**src/rtl/exp3_fluxo_dados_pkg.sv**
```systemverilog
// Shared widths and expected-play table for the memory-sequence game datapath.
package exp3_fluxo_dados_pkg;

  localparam int DATA_W    = 4;
  localparam int ADDR_W    = 4;
  localparam int ROM_DEPTH = 16;

  // Entry [i] is the expected play at address i; the list runs from address 15 down to 0.
  localparam logic [ROM_DEPTH-1:0][DATA_W-1:0] ROM_INIT = {
    4'b0100, 4'b0001, 4'b1000, 4'b1000,
    4'b0100, 4'b0100, 4'b0010, 4'b0010,
    4'b0001, 4'b0001, 4'b0010, 4'b0100,
    4'b1000, 4'b0100, 4'b0010, 4'b0001
  };

endpackage

```
**src/rtl/exp3_fluxo_dados_rom_16x4.sv**
```systemverilog
// Combinational 16x4 lookup of expected plays.
module rom_16x4
  import exp3_fluxo_dados_pkg::*;
(
  input  logic [ADDR_W-1:0] endereco,
  output logic [DATA_W-1:0] saida
);

  always_comb begin
    saida = ROM_INIT[endereco];
  end

endmodule

```
**src/rtl/exp3_fluxo_dados.sv**
```systemverilog
// Game datapath: address counter, play register, expected-play ROM and comparator.
// Build option FLUXO_DADOS_CMP_EN adds the menor/maior magnitude outputs.
module exp3_fluxo_dados
  import exp3_fluxo_dados_pkg::*;
(
  input  logic              clock,
  input  logic              zeraC,
  input  logic              zeraR,
  input  logic              contaC,
  input  logic              registraR,
  input  logic [DATA_W-1:0] chaves,
  output logic              igual,
  output logic              fimC,
  output logic [ADDR_W-1:0] db_contagem,
  output logic [DATA_W-1:0] db_jogada,
  output logic [DATA_W-1:0] db_memoria
`ifdef FLUXO_DADOS_CMP_EN
  ,
  output logic              menor,
  output logic              maior
`endif
);

  logic [ADDR_W-1:0] count_q, count_d;
  logic [DATA_W-1:0] jogada_q, jogada_d;
  logic [DATA_W-1:0] rom_word;

  // Clears take priority over their enables; the two paths are independent.
  always_comb begin
    count_d = count_q;
    if (zeraC)       count_d = '0;
    else if (contaC) count_d = count_q + 1'b1;
  end

  always_comb begin
    jogada_d = jogada_q;
    if (zeraR)          jogada_d = '0;
    else if (registraR) jogada_d = chaves;
  end

  always_ff @(posedge clock) begin
    count_q  <= count_d;
    jogada_q <= jogada_d;
  end

  rom_16x4 u_rom (
    .endereco (count_q),
    .saida    (rom_word)
  );

  assign igual       = (jogada_q == rom_word);
  assign fimC        = (count_q == 4'd15);
  assign db_contagem = count_q;
  assign db_jogada   = jogada_q;
  assign db_memoria  = rom_word;

`ifdef FLUXO_DADOS_CMP_EN
  assign menor = (jogada_q < rom_word);
  assign maior = (jogada_q > rom_word);
`endif

endmodule

```
**config.mk**
```make
export PLATFORM = sky130hd
export DESIGN_NAME = exp3_fluxo_dados
export DESIGN_NICKNAME = d
export VERILOG_FILES = /design/src/rtl/exp3_fluxo_dados_pkg.sv /design/src/rtl/exp3_fluxo_dados_rom_16x4.sv /design/src/rtl/exp3_fluxo_dados.sv
export SDC_FILE = /design/constraint.sdc
export NUM_CORES = 1
export LEC_CHECK = 0
export BUFFER_PORTS_ARGS = -buffer_cell sky130_fd_sc_hd__clkbuf_2
export CORE_ASPECT_RATIO = 1.2
export CORE_MARGIN = 3
export CORE_UTILIZATION = 30
export CTS_CLUSTER_DIAMETER = 100
export CTS_CLUSTER_SIZE = 14
export DETAILED_ROUTE_END_ITERATION = 7
export GPL_TIMING_DRIVEN = 1
export HOLD_SLACK_MARGIN = 0.03
export SYNTH_ARGS = -nofsm -noshare
export SYNTH_HDL_FRONTEND = slang
export SYNTH_SLANG_ARGS = --single-unit
```
**constraint.sdc**
```tcl
create_clock -name clock -period 1.7 [get_ports clock]
set_clock_uncertainty 0.2 [all_clocks]
set_input_delay 0.17 -clock clock [delete_from_list [all_inputs] [get_ports clock]]
set_output_delay 0.17 -clock clock [all_outputs]
set_load 0.05 [all_outputs]
```
### Yosys cells after proc, flatten, opt, wreduce, memory -nomap -nowiden

Memory sizes are Yosys's and may differ from the RTL's. A register that Yosys moved wholly into a read port is not among the register bits.
Index checks and enable logic that the tools add are counted.
Widths: inputs -> output; s select.

* register bits after elaboration: 8
* bits in read-only memories: 64
* input port bits: 9
* output and inout bits: 14
* logic and storage cells: 10
* memories: 1

Memory list
* (no name shown): words 16, width 4, rd ports 1, clocked after memory_dff 1, wr ports 0, RTL line exp3_fluxo_dados_rom_16x4.sv:10 `saida = ROM_INIT[endereco];`

* add/subtract/negate cells: 1
* magnitude comparators: 1
* equal/unequal tests: 2
* multiplexer cells: 3

Operators by type and width (count)
* $mux 4: 3
* $lt 4x5->1 const B: 1
* $add 4x1->4 const B: 1
* $eq 4x4->1: 1
* $eq 4x4->1 const B: 1

### Depth between registers and ports, before layout

Gate-level depths: netlist of the first run.

* depth in word-level cells: 3
* depth in mapped cells: 6
* mapped depth without buffers: 6

### Cells and area by module

From an unflattened synthesis of the first run, not the netlist that was laid out.

* cell total of the unflattened synthesis: 49
* area total of the unflattened synthesis: 454.2 sq um

Modules (own cells, without submodules)
* exp3_fluxo_dados: times used 1, cells each 35, area an instance 366.6 sq um, seq. area each 160.2 sq um
* rom_16x4: times used 1, cells each 14, area an instance 87.6 sq um, seq. area each 0.0 sq um

### Worst setup path after synthesis of the first run

Ideal clock, no wire load.

* kind: register to output
* start: reg jogada_q[1], in the netlist db_jogada[1]
* end: out igual
* data arrival time: 2.336 ns
* data required time: 1.330 ns
* slack: -1.006 ns
* stages on the path, launching flop included: 3
* buffers on the path: 0
* cell sequence: dfxtp_1 > xor2_1 > nor4_1

* word-level cells in the longest chain between the ends: 1

RTL lines
* start, declared: RTL line exp3_fluxo_dados.sv:25 `logic [DATA_W-1:0] jogada_q, jogada_d;`
* start signal, assigned: RTL line exp3_fluxo_dados.sv:43 `jogada_q <= jogada_d;`
* $eq 4x4->1: RTL line exp3_fluxo_dados.sv:51 `assign igual = (jogada_q == rom_word);`
* end, declared: RTL line exp3_fluxo_dados.sv:12 `output logic igual,`

Every way passes these cells.

==> results.md, run 1 <==
* Outcome: completed
* RSZ-0062 raised after global routing: true
* Drt drc at 0
* Die Span X at roughly 44 um
* Final setup fails at 0
* Mapped Area at approximately 520 um^2
* Worst Hold Class: in -> reg
* Tot Pwr at 0.0007358 W
* Sequential power share at about 44%
* DRT iter0 DRCs at 6
* Routed Antenna Nets at 0
* Fmax at 0.5926 GHz
* Initial Util at ~34%
* Mapped Cells at 53
* WHS Endpoint: db_jogada[1]
* Worst Hold Launch: registraR
* Clock transition at path regs at around 0.080 ns
* Die ar. at between 2000 and 2500 um^2
* Die H at between 50 and 60 um
* Total global-route track usage at 12.63%
* Dpl cell area at 750.7 um^2
* Non-filler instance count after layout at between 100 and 150
* Core area at 1539 um^2
* VDD IR-drop max at approximately 0.00057 V
* First-pass GRT wire length at 2180 um
* Fin area at 869.6 um^2
* Fin crit period at around 1.7 ns
* P_sw at between 0.0002 and 0.0003 W
* Critical path required time at roughly 1.7 ns
* Pwr dens at between 800 and 900 nW/um^2
* WL/cell at roughly 12 um
* Worst Setup SP: db_contagem[1]
* WS Path Type: reg -> reg
* Drt total wl at 1319 um
* Worst-margin pin slew at 0.2843 ns
* Root Driver: clkbuf_4
* #FFs+latches synth at 12
* Crit start category: register
* Routed vias at just over 500
* Reg2Reg Setup Slack at approximately 0.013 ns
* Final TNS setup at 0 ns
* Synth Net Count at 63
* Crit-path max FO at 3
* Worst Reg2Reg Path Length in Cells at 6
* Gate power share at between 30% and 40%
* Vias in the first global route at roughly 460
* Pleak at between 0.4 and 0.5 nW
* Syn Area/Cell at 9.892 um^2
* Hold_ws at 0.05333 ns
* ANT cells at 0
* Dpl cells at 97
* Clock power frac at about 24%
* Gr ovfl total at 0
* RR Startpoint: db_contagem[1]
* CTS H-tree depth at 1
* Area Overhead vs Synth at 65.87%
* CTS sink cnt at 12
* Most frequent cells in the layout: 21 x clkbuf_2, 9 x buf_4, 8 x nor2_1
* Sequential fraction of the synthesis area at around 46%
* Unique masters post-synth at 22
* Final Cycle Share at 99.26%
* Initial antenna violation count at 0
* Via density at around 4.8
* I/O Buffers at 22
* Most common cell after layout, fill and taps aside: clkbuf_2
* DR pass1 iterations at 4
* Clk_lat worst skew at between 0.2 and 0.3 ns
* Routability Congestion at just under 0.7
* Rel. slew slack at between 80% and 90%
* Max-slew violation count at 0
* Arrival time worst endpoint at between 1.5 and 2 ns
* Number of fill cells in the layout at 143
* Rows at 15
* Internal power at around 0.00047 W
* Max Cap Viol at 0
* Final Hold Fails at 0
* Clock buffer depth at 2
* Crit end category: register
* Nets at 103
* TritonCTS buffer count at 3
* DP Wirelength at 968.4 um
* Largest net degree at the start of global routing at 8
* Hold Path Stages at 3
* Yosys warns at 0
* CTS tree: built
* Switching Fraction at 35.86%
* Reg-to-reg endpoint: db_memoria[2]
* Share of post-route cells with drive strength above 1 at about 59%
* IO Pins at 23
-- worst max-delay path, stage by stage, from the launching register on --
cell      delay, ns
dfxtp_4        0.37
nand4_1        0.11
mux2i_2        0.26
inv_2          0.06
buf_4          0.14
or4_4          0.41
o211ai_2       0.07
-- flip-flops by register name, summed over array words and instances (netlist names) --
register	flops
db_memoria	4
db_jogada	4
db_contagem	4
-- power groups by stage --
| stage | registers (W) | logic [W] | clock network (W) |
|---|---|---|---|
| global route | 0.000324 | 0.000252 | 0.000204 |
| floorplan | 0.000400 | 0.0000827 | 0 |
| finish | 0.000321 | 0.000236 | 0.000178 |
| global placement | 0.000328 | 0.000208 | 0 |
| CTS | 0.000321 | 0.000236 | 0.000193 |
| detailed placement | 0.000329 | 0.000210 | 0 |
-- area by class of cell --
cell class	instances	area, um^2	area share (%)
Clock inverter	1	3.754	0.4317
Sequential cell	12	260.3	29.93
Timing Repair Buffer	36	236.5	27.19
Tap cell	17	21.27	2.446
Multi-Input combinational cell	38	317.8	36.55
Clock buffer	3	22.52	2.590
Inverter	2	7.507	0.8633
-- cells in the mapped netlist, drive strengths merged --
library cell | number | area share [%]
xor2 | 4 | 6.7
ha | 1 | 2.4
nand3 | 1 | 0.95
a211oi | 1 | 1.4
inv | 2 | 1.4
clkbuf | 1 | 0.72
xnor2 | 1 | 1.7
o311ai | 1 | 1.7
and3 | 1 | 1.2
mux2i | 7 | 14
nor2b | 2 | 2.4
or4 | 2 | 3.6
o211ai | 1 | 2.4
nand2 | 3 | 2.1
o31ai | 1 | 1.4
nand4 | 2 | 2.4
dfxtp | 12 | 46
nor2 | 9 | 6.4
nor4 | 1 | 1.2
-- worst max path at each step --
| stage | endpoint | slack (ns) |
|---|---|---|
| 3_5_place_dp | db_memoria[0] | 0.008 |
| 4_1_cts | db_memoria[0] | 0.01 |
| 3_3_place_gp | db_memoria[0] | 0.003 |
| 5_1_grt | db_memoria[2] | -0.06 |
| 6_report | db_memoria[2] | 0.01 |
| 2_1_floorplan | db_memoria[0] | -0.07 |
-- repair_timing --
action | in CTS | in global routing
gates resized for setup | 3 | 2
setup endpoints to repair | 2 | 4
buffers inserted | 2 | 1
hold buffers | 5 | 0
pin swaps | 0 | 1
hold endpoints to repair | 4 | 0
cloned | 0 | 0
-- cells by family (layout without fill, tap and decap cells) --
family / Yosys count / in the layout / synth area share, %
buffers and inverters: 3 / 42 / 2.146
adders and majority gates: 1 / 1 / 2.386
AOI/OAI and AO/OA: 4 / 4 / 6.922
muxes: 7 / 7 / 14.08
and+or+nand+nor: 21 / 21 / 20.29
xor gates and xnor gates: 5 / 5 / 8.353
DFF: 12 / 12 / 45.82
-- through the flow --
| stage | setup slack [ns] | util [%] |
|---|---|---|
| 2_1_floorplan | -0.06726 | - |
| 3_3_place_gp | 0.002775 | 48.78 |
| 3_5_place_dp | 0.008045 | 48.78 |
| 4_1_cts | 0.01461 | 55.45 |
| 5_1_grt | -0.05937 | 56.50 |
| 6_report | 0.01264 | 56.50 |
-- metal layers --
metal / global-route usage, % / share of wire [%] / vias up
met5: 0 / 0 / -
met4: 4.523 / 0.91 / 0
met3: 3.114 / 4.5 / 2
met2: 18.69 / 49 / 8
met1: 17.51 / 46 / 242
li1: - / - / 266
No activity file was read; power rests on OpenSTA's default activity.
==> run 2, diff against run 1 <==
--- a/config.mk
+++ b/config.mk
@@ -5,7 +5,7 @@
 export SDC_FILE = /design/constraint.sdc
 export NUM_CORES = 1
 export LEC_CHECK = 0
-export BUFFER_PORTS_ARGS = -buffer_cell sky130_fd_sc_hd__clkbuf_2
+export BUFFER_PORTS_ARGS = -buffer_cell sky130_fd_sc_hd__buf_2
 export CORE_ASPECT_RATIO = 1.2
 export CORE_MARGIN = 3
 export CORE_UTILIZATION = 30
==> results.md, run 2 (same netlist as run 1, synthesis figures left out) <==
* Nets at about 100
* Worst Reg2Reg Path Length in Cells at 5
* Fmax at around 0.6 GHz
* Dpl cell area at about 760 um^2
* Largest net degree at the start of global routing at 8
* Reg-to-reg endpoint: db_memoria[2]
* Worst Hold Launch: registraR
* Clock transition at path regs at around 0.070 ns
* Finished Core Util at a little under three fifths
* Die Span X at between 40 and 50 um
* Crit start category: register
* DR pass1 iterations at 4
* Reg2Reg Setup Slack at roughly 0.035 ns
* Crit-path max FO at 6
* Most common cell after layout, fill and taps aside: buf_2
* Sequential power share at approximately two fifths
* Fin area at around 860 um^2
* RSZ-0062 raised after global routing: true
* Routed Antenna Nets at 0
* ANT cells at 0
* Pleak at 0.4380 nW
* Max-slew violation count at 0
* CTS sink cnt at 12
* RR Startpoint: db_contagem[0]
* CP max-delay cell: or4_4
* Pwr dens at 900.9 nW/um^2
* Root Driver: clkbuf_4
* Critical path required time at ~1.7 ns
* Arrival time worst endpoint at around 1.7 ns
* Max Cap Viol at 0
* Gr ovfl total at 0
* Fin crit period at ~1.7 ns
* VDD IR-drop max at 0.0005479 V
* Drt drc at 0
* Final Hold Fails at 0
* Routed vias at about 510
* Worst-margin pin slew at roughly 0.39 ns
* Clock buffer depth at 2
* DP Wirelength at roughly 920 um
* WS Path Type: reg -> reg
* Worst Hold Class: in -> reg
* CTS H-tree depth at 1
* DRT iter0 DRCs at 10
* Top Family by Delay on Critical Path: simple AND/OR/NAND/NOR gates
* Gate power share at between 30% and 40%
* TritonCTS buffer count at 3
* WL/cell at about 11 um
* Clock power frac at roughly 29%
* CP peak stage delay at about 0.53 ns
* Rows at 15
* Stages on worst setup path at 5
* IO Pins at 23
* Worst Path Buf+Inv at 1
* Final WS setup at 0.03499 ns
* CTS tree: built
* Initial antenna violation count at 0
* Die ar. at 2287 um^2
* Hold Path Stages at 3
* Initial Util at between 30% and 40%
* Total global-route track usage at 11.94%
* Internal power at between 0.0005 and 0.0006 W
* Number of fill cells in the layout at 131
* Most frequent cells in the layout: 21 x buf_2, 8 x nor2_1, 8 x buf_4
* Crit path cell chain: buf_4, xnor2_1, nor2_1, or4_4, o211ai_2
* WHS Endpoint: db_jogada[2]
* Drt total wl at between 1000 and 1500 um
* Final Cycle Share at 97.94%
* Die H at 51.79 um
* Worst Setup SP: db_contagem[0]
* Final setup fails at 0
* Non-filler instance count after layout at about 110
* Area Overhead vs Synth at 64.20%
* Switching Fraction at between 30 and 40%
* P_sw at 0.0002595 W
* Vias in the first global route at just under 500
* Share of post-route cells with drive strength above 1 at 58.24%
* Crit end category: register
* Final TNS setup at 0 ns
* First-pass GRT wire length at between 2000 and 2500 um
* Outcome: completed
* Pre-CTS WS at 0.01625 ns
* Via density at between 4 and 5
* Clk_lat worst skew at between 0.2 and 0.3 ns
* Routability Congestion at 0.6896
* Rel. slew slack at approximately 74%
* Core area at 1539 um^2
* I/O Buffers at 22
* Dpl cells at slightly below 100
==> run 2: final cells by class <==
cell class	instances	area [um^2]	share of cell area, %
multi-input cells	38	309.0	35.90
flip-flops and latches	12	260.3	30.23
repair buffers	35	226.5	26.31
clock buffers	4	36.28	4.215
well taps	17	21.27	2.471
inverters	2	7.507	0.8721
==> run 2: worst max-delay path by stage <==
stage,endpoint,slack [ns]
5_1_grt,db_memoria[0],-0.05
4_1_cts,db_memoria[0],0.006
3_3_place_gp,db_memoria[0],0.02
3_5_place_dp,db_memoria[0],0.02
6_report,db_memoria[2],0.03
2_1_floorplan,db_memoria[0],-0.07
==> run 2: what timing repair did <==
item,4_1_cts,5_1_grt
hold endpoints to repair,4,0
hold buffers,5,0
setup buffers,1,0
resized for setup,1,2
endpoints found under the setup margin,2,3
pin swaps,0,1
==> run 2: per-stage QoR <==
stage | hold slack (ns) | total power [W]
after global placement | 0.1789 | 0.0005393
after floorplan | 0.03497 | 0.0004823
after global routing | 0.06761 | 0.0008169
after CTS | 0.03713 | 0.0007814
final | 0.04624 | 0.0007756
after detailed placement | 0.1793 | 0.0005406
==> run 2: worst min-delay path, cell delays in order <==
cell and delay, ns:
buf_2 0.15, mux2i_1 0.09, nor2_1 0.08
==> run 2: layer usage <==
layer  vias up  part of all wire [%]  track usage, %
met1       229                    45           15.47
met3         2                   6.5           2.768
li1        265                     -               -
met5         -                     0               0
met2        16                    48           18.93
met4         0                  0.65           4.523
==> run 2: power groups by stage <==
stage / registers (W) / clock network (W) / logic, W
2_1_floorplan: 0.000400 / 0 / 0.0000827
3_3_place_gp: 0.000327 / 0 / 0.000212
3_5_place_dp: 0.000328 / 0 / 0.000212
4_1_cts: 0.000321 / 0.000231 / 0.000230
5_1_grt: 0.000324 / 0.000245 / 0.000248
6_report: 0.000320 / 0.000222 / 0.000233
